$ cat config.mk
export PLATFORM = sky130hd
export DESIGN_NAME = dac_update_arbiter_flat
export DESIGN_NICKNAME = d
export VERILOG_FILES = /design/src/rtl/dac_update_arbiter_pkg.sv /design/src/rtl/dac_update_arbiter_if.sv /design/src/rtl/dac_update_arbiter_sync_fe_det.sv /design/src/rtl/dac_update_arbiter.sv /design/src/flat_wrapper.sv
export SDC_FILE = /design/constraint.sdc
export NUM_CORES = 1
export LEC_CHECK = 0
export BUFFER_PORTS_ARGS = -buffer_cell sky130_fd_sc_hd__buf_2
export CORE_MARGIN = 2
export CORE_UTILIZATION = 53
export CTS_BUF_LIST = sky130_fd_sc_hd__clkbuf_16
export DETAILED_ROUTE_END_ITERATION = 8
export GPL_TIMING_DRIVEN = 0
export PLACE_DENSITY_LB_ADDON = 0.08
export SETUP_SLACK_MARGIN = 0.2
export SKIP_LAST_GASP = 1
export SLEW_MARGIN = 10
export SYNTH_ARGS = -nofsm -noshare
export SYNTH_HDL_FRONTEND = slang
export SYNTH_SLANG_ARGS = --single-unit
$ cat constraint.sdc
create_clock -name clk -period 4.6 [get_ports clk]
set_input_delay 0.23 -clock clk [delete_from_list [all_inputs] [get_ports clk]]
set_output_delay 0.23 -clock clk [all_outputs]
set_load 0.01 [all_outputs]
$ cat src/rtl/dac_update_arbiter_pkg.sv
// Shared types and defaults for the DAC update arbiter slice.
package dac_update_arbiter_pkg;

    localparam int unsigned DAC_WIDTH          = 16;
    localparam int unsigned DEF_GAP_CYCLES     = 32;
    localparam int unsigned DEF_TIMEOUT_CYCLES = 1024;

    typedef enum logic [1:0] {
        IDLE      = 2'd0,
        ISSUE     = 2'd1,
        WAIT_DONE = 2'd2,
        GAP       = 2'd3
    } state_e;

    // Width of a requester index; never narrower than one bit.
    function automatic int unsigned id_width(input int unsigned n);
        return (n > 1) ? $clog2(n) : 1;
    endfunction

endpackage

$ cat src/rtl/dac_update_arbiter_if.sv
// Requester / serializer bundle of the DAC update arbiter.
// The master side drives requests and the serializer load pulse;
// the slave side is the arbiter itself.
interface dac_update_arbiter_if #(
    parameter int unsigned NREQ = 4
) ();
    import dac_update_arbiter_pkg::*;

    localparam int unsigned IDW = id_width(NREQ);

    logic [NREQ-1:0]           req;
    logic [DAC_WIDTH*NREQ-1:0] req_data;
    logic [NREQ-1:0]           ack;
    logic                      dac_dv;
    logic [DAC_WIDTH-1:0]      dac_data;
    logic                      dac_ldac_n;
    logic [IDW-1:0]            grant_id;
    logic                      busy;
    logic                      timeout_err;

    modport master (
        output req, req_data, dac_ldac_n,
        input  ack, dac_dv, dac_data, grant_id, busy, timeout_err
    );

    modport slave (
        input  req, req_data, dac_ldac_n,
        output ack, dac_dv, dac_data, grant_id, busy, timeout_err
    );

endinterface

$ cat src/rtl/dac_update_arbiter_sync_fe_det.sv
// Two-flop synchronizer for an asynchronous active-low strobe, followed
// by a falling-edge detector producing a single-cycle pulse in clk domain.
module sync_fe_det (
    input  logic clk,
    input  logic reset,
    input  logic d_i,
    output logic fe_o
);

    logic meta_q;
    logic sync_q;
    logic sync_dly_q;

    // Flops idle high so a line held high through reset gives no edge.
    always_ff @(posedge clk) begin
        if (!reset) begin
            meta_q     <= 1'b1;
            sync_q     <= 1'b1;
            sync_dly_q <= 1'b1;
        end else begin
            meta_q     <= d_i;
            sync_q     <= meta_q;
            sync_dly_q <= sync_q;
        end
    end

    assign fe_o = sync_dly_q & ~sync_q;

endmodule

$ cat src/rtl/dac_update_arbiter.sv
// Round-robin arbiter sharing one AD5541 serializer among NREQ requesters.
// A grant latches the winner's code, strobes the serializer once, waits for
// the load pulse (or a timeout), acknowledges the requester and then holds
// off for a fixed gap before the next grant.
module dac_update_arbiter
    import dac_update_arbiter_pkg::*;
#(
    parameter int unsigned NREQ           = 4,
    parameter int unsigned GAP_CYCLES     = DEF_GAP_CYCLES,
    parameter int unsigned TIMEOUT_CYCLES = DEF_TIMEOUT_CYCLES
) (
    input logic                 clk,
    input logic                 reset,
    dac_update_arbiter_if.slave bus
);

    localparam int unsigned IDW     = id_width(NREQ);
    localparam int unsigned CNT_MAX = (GAP_CYCLES > TIMEOUT_CYCLES) ? GAP_CYCLES : TIMEOUT_CYCLES;
    localparam int unsigned CW      = (CNT_MAX > 1) ? $clog2(CNT_MAX + 1) : 1;

    state_e               state_q, state_d;
    logic [DAC_WIDTH-1:0] data_q,  data_d;
    logic [IDW-1:0]       gid_q,   gid_d;
    logic                 terr_q,  terr_d;
    logic [CW-1:0]        cnt_q,   cnt_d;

    logic [NREQ-1:0]      ack_c;
    logic                 dv_c;
    logic                 done;
    logic [IDW-1:0]       winner;
    logic                 win_vld;

    // Counter increment that sticks at all-ones instead of wrapping.
    function automatic logic [CW-1:0] sat_inc(input logic [CW-1:0] v);
        return (&v) ? v : v + CW'(1);
    endfunction

    sync_fe_det u_ldac_sync (
        .clk   (clk),
        .reset (reset),
        .d_i   (bus.dac_ldac_n),
        .fe_o  (done)
    );

    // Round-robin pick: scan from last grant + 1; nearest candidate wins,
    // so the just-served requester ranks last.
    always_comb begin
        winner  = '0;
        win_vld = 1'b0;
        for (int k = NREQ; k >= 1; k--) begin
            int unsigned idx;
            idx = (32'(gid_q) + 32'(k)) % NREQ;
            if (bus.req[IDW'(idx)]) begin
                winner  = IDW'(idx);
                win_vld = 1'b1;
            end
        end
    end

    // Next-state and strobe decode; one counter serves both timeout and gap.
    always_comb begin
        state_d = state_q;
        data_d  = data_q;
        gid_d   = gid_q;
        terr_d  = terr_q;
        cnt_d   = cnt_q;
        ack_c   = '0;
        dv_c    = 1'b0;
        unique case (state_q)
            IDLE: begin
                if (win_vld) begin
                    data_d  = bus.req_data[DAC_WIDTH*winner +: DAC_WIDTH];
                    gid_d   = winner;
                    state_d = ISSUE;
                end
            end
            ISSUE: begin
                dv_c    = 1'b1;
                cnt_d   = '0;
                state_d = WAIT_DONE;
            end
            WAIT_DONE: begin
                if (done) begin
                    ack_c[gid_q] = 1'b1;
                    cnt_d        = '0;
                    state_d      = GAP;
                end else if (cnt_q == CW'(TIMEOUT_CYCLES - 1)) begin
                    ack_c[gid_q] = 1'b1;
                    terr_d       = 1'b1;
                    cnt_d        = '0;
                    state_d      = GAP;
                end else begin
                    cnt_d = sat_inc(cnt_q);
                end
            end
            GAP: begin
                // A zero gap still spends this single cycle here.
                if ((32'(cnt_q) + 32'd1) >= GAP_CYCLES) begin
                    cnt_d   = '0;
                    state_d = IDLE;
                end else begin
                    cnt_d = sat_inc(cnt_q);
                end
            end
            default: state_d = IDLE;
        endcase
    end

    // State and datapath registers; grant index resets so requester 0 wins first.
    always_ff @(posedge clk) begin
        if (!reset) begin
            state_q <= IDLE;
            data_q  <= '0;
            gid_q   <= IDW'(NREQ - 1);
            terr_q  <= 1'b0;
            cnt_q   <= '0;
        end else begin
            state_q <= state_d;
            data_q  <= data_d;
            gid_q   <= gid_d;
            terr_q  <= terr_d;
            cnt_q   <= cnt_d;
        end
    end

    assign bus.ack         = ack_c;
    assign bus.dac_dv      = dv_c;
    assign bus.dac_data    = data_q;
    assign bus.grant_id    = gid_q;
    assign bus.busy        = (state_q != IDLE);
    assign bus.timeout_err = terr_q;

endmodule

$ cat src/flat_wrapper.sv
// flat-port wrapper written by rule: the top's interface ports become plain ports
module dac_update_arbiter_flat import dac_update_arbiter_pkg::*;
#(
    parameter int unsigned NREQ           = 4,
    parameter int unsigned GAP_CYCLES     = DEF_GAP_CYCLES,
    parameter int unsigned TIMEOUT_CYCLES = DEF_TIMEOUT_CYCLES
)
  (clk, reset, bus_req, bus_req_data, bus_dac_ldac_n, bus_ack, bus_dac_dv, bus_dac_data, bus_grant_id, bus_busy, bus_timeout_err);
  dac_update_arbiter_if #(.NREQ(NREQ)) bus_i ();
  input logic clk;
  input logic reset;
  input wire logic [$bits(bus_i.req)-1:0] bus_req;
  input wire logic [$bits(bus_i.req_data)-1:0] bus_req_data;
  input wire logic [$bits(bus_i.dac_ldac_n)-1:0] bus_dac_ldac_n;
  output wire logic [$bits(bus_i.ack)-1:0] bus_ack;
  output wire logic [$bits(bus_i.dac_dv)-1:0] bus_dac_dv;
  output wire logic [$bits(bus_i.dac_data)-1:0] bus_dac_data;
  output wire logic [$bits(bus_i.grant_id)-1:0] bus_grant_id;
  output wire logic [$bits(bus_i.busy)-1:0] bus_busy;
  output wire logic [$bits(bus_i.timeout_err)-1:0] bus_timeout_err;
  assign bus_i.req = bus_req;
  assign bus_i.req_data = bus_req_data;
  assign bus_i.dac_ldac_n = bus_dac_ldac_n;
  assign bus_ack = bus_i.ack;
  assign bus_dac_dv = bus_i.dac_dv;
  assign bus_dac_data = bus_i.dac_data;
  assign bus_grant_id = bus_i.grant_id;
  assign bus_busy = bus_i.busy;
  assign bus_timeout_err = bus_i.timeout_err;
  dac_update_arbiter #(.NREQ(NREQ), .GAP_CYCLES(GAP_CYCLES), .TIMEOUT_CYCLES(TIMEOUT_CYCLES)) u_core (.clk(clk), .reset(reset), .bus(bus_i));
endmodule
==> metrics.yaml <==
global_routing:
  grt.overflow.total: 0
  grt_use_total_pct: 24.1
  grt_pass1_vias: 2166
  grt_max_degree: 11
  antenna_found_initial: 0
  grt_pass1_wl_um: 10000
routing:
  drtAntennaViolNets: 0
  viasPerCell: 5.52
  vias: 2341
  initialDrtViolationCount: 110
  wl_per_cell_um: 13.9
  routed_wl_um: 5900
  remaining_drc_errors: 0
  first_pass_iters: 5
synth:
  yosysUniqueCellTypes: 47
  synthCells: 270
  avgSynthCellArea_um2: 8.95
  yosysSeqAreaShare_pct: 29.0
  synth.net_count: 352
  yosysWarnings: 0
  synth_edf_count: 0
  synth_area_leaders: "dfxtp_1, mux2i_1, o221ai_2"
  ys_ff_latch: 35
  mappedNetlistArea_um2: 2420
  synthArstFlopShare_pct: 0
  yosysTopAreaCell: "dfxtp_1"
  yosysTopAreaCellShare_pct: 29.0
  ys.flop_type: "dfxtp_1"
cells_and_area:
  area_growth_syn_to_layout_pct: 27.9
  layout_common_cells: "buf_2, nand2_1, mux2i_1"
  fillCellCount: 373
  final_common_cell: "buf_2"
  nets: 453
  diodes: 0
  drive_above_1_share_pct: 34.4
clock_network:
  cts.sinks: 35
  ctsResizeCount: 0
  clockBufferDepth: 2
  cts_tree: "built"
  clk_pin_slew_worst_paths_ns: 0.05
  htree_levels: 2
  insertion_delay_ns: 0.27
  post-cts-setup-buffer-count: 0
  cts_root_buf: "clkbuf_16"
  numCtsBuffers: 5
  ctsHoldBuffers: 0
sta:
  fin_setup_tns_ns: 0
  period_minus_slack_ns: 3.05
  holdWs_ns: 0.141
  worst_pin_slew_ns: 0.549
  slew_violations: 0
  fin_skew_ns: 0.00246
  setup_viol: 0
  hold_viol: 0
  fmax_mhz: 327
  finalCritPeriodShare_pct: 66.4
  relSlewSlack_pct: 63.4
  rsz0062_at_grt: "false"
die:
  io_pins: 96
  initial_core_util_pct: 55.1
  dieArea_um2: 5110
  fp.dieW_um: 71.5
  die_h_um: 71.5
  core_um2: 4380
  rows: 24
placement:
  portBuffers: 94
  routabilityCongestion: 0.865
  dpl.hpwl_um: 4530
worst_setup_path:
  r2r_cells: 10
  worstPathRequired_ns: 4.80
  crit_fanout: 10
  critPathCaptureType: "register"
  start_kind: "register"
  arrival_ns: 3.25
  rrSetupSlack_ns: 1.55
  path_class: "register to register"
power_and_ir_drop:
  ir_worst_vdd_mv: 0.345
  leakage_nw: 1.54
  power_density_nw_per_um2: 573
flow_run:
  cap_violations: 0
worst_hold_path:
  min_path_type: "primary input to register"
  min_path_cells: 2
outcome:
  run_status: "complete, no violations"
-- metrics by stage --
stage | utilization (%) | setup slack (ns) | total power, mW | std cells | instance area, um^2
global route | 70.5 | 1.27 | 1.90 | 424 | 3090
detailed placement | 67.3 | 1.54 | 1.46 | 416 | 2950
floorplan | - | 1.84 | 1.22 | 270 | 2420
finish | 70.5 | 1.55 | 1.77 | 424 | 3090
CTS | 70.5 | 1.53 | 1.78 | 424 | 3090
global placement | 67.3 | 1.56 | 1.44 | 416 | 2950
-- report_power, final --
part / leakage [nW] / internal (mW) / total [mW] / switching [mW]
registers: 0.287 / 0.371 / 0.417 / 0.0456
clock network: 0.0762 / 0.195 / 0.314 / 0.119
logic: 1.17 / 0.468 / 1.04 / 0.569
-- per-layer routing --
layer | track usage (%) | part of all wire, % | vias to the layer above
met4 | 4.61 | 0.17 | 0
met2 | 40.4 | 48 | 75
met1 | 32.7 | 46 | 1071
met5 | 0 | 0 | -
met3 | 4.50 | 5.1 | 2
li1 | - | - | 1193
-- worst max-delay path, stage by stage, from the launching register on --
cell	delay [ns]
dfxtp_1	0.50
inv_1	0.18
ha_1	0.30
clkbuf_1	0.32
mux4_2	0.37
o21bai_1	0.18
a211o_1	0.32
a21boi_2	0.35
buf_2	0.29
nand2_1	0.09
o221ai_2	0.06
-- cells in the mapped netlist, types with 7 or more instances --
master and instances:
inv_1 14, nand2_1 37, nand3_1 9, nor2_1 13, mux2i_1 36, ha_1 11, dfxtp_1 35, o221ai_2 11
a21oi_1 7, nand2b_1 8, o22ai_1 7, buf_2 7
-- state kept, by name, summed over array words and instances (netlist names) --
register / count
u_core.bus.dac_data: 16
u_core.bus.grant_id: 2
u_core.bus.timeout_err: 1
u_core.cnt_q: 11
u_core.state_q: 2
u_core.u_ldac_sync.meta_q: 1
u_core.u_ldac_sync.sync_dly_q: 1
u_core.u_ldac_sync.sync_q: 1
-- path summary, 6_finish.rpt --
| check | from | endpoint |
|---|---|---|
| min | bus_dac_ldac_n | u_core.u_ldac_sync.meta_q |
| min reg2reg | u_core.u_ldac_sync.meta_q | u_core.u_ldac_sync.sync_q |
| max | u_core.bus.grant_id[1] | u_core.bus.dac_data[0] |
| max reg2reg | u_core.bus.grant_id[1] | u_core.bus.dac_data[0] |
-- kinds of logic (layout without fill, tap and decap cells) --
| kind of cell | Yosys count | in the layout | synth area share (%) |
|---|---|---|---|
| AOI/OAI and AO/OA | 63 | 63 | 22.6 |
| muxes | 37 | 37 | 15.8 |
| xor gates and xnor gates | 1 | 1 | 0.363 |
| and+or+nand+nor | 92 | 92 | 19.6 |
| adders and majority gates | 11 | 11 | 5.70 |
| DFF | 35 | 35 | 29.0 |
| buffers and inverters | 31 | 133 | 6.94 |
-- layout make-up --
class	count	area [um^2]	share of cell area [%]
multi-input cells	204	1550	50.1
flip-flops and latches	35	701	22.7
repair buffers	94	470	15.2
clock buffers	5	125	4.05
plain buffers	17	115	3.73
well taps	52	65.1	2.11
inverters	14	52.6	1.70
clock inverters	3	12.5	0.405
No activity file was read; power rests on OpenSTA's default activity.
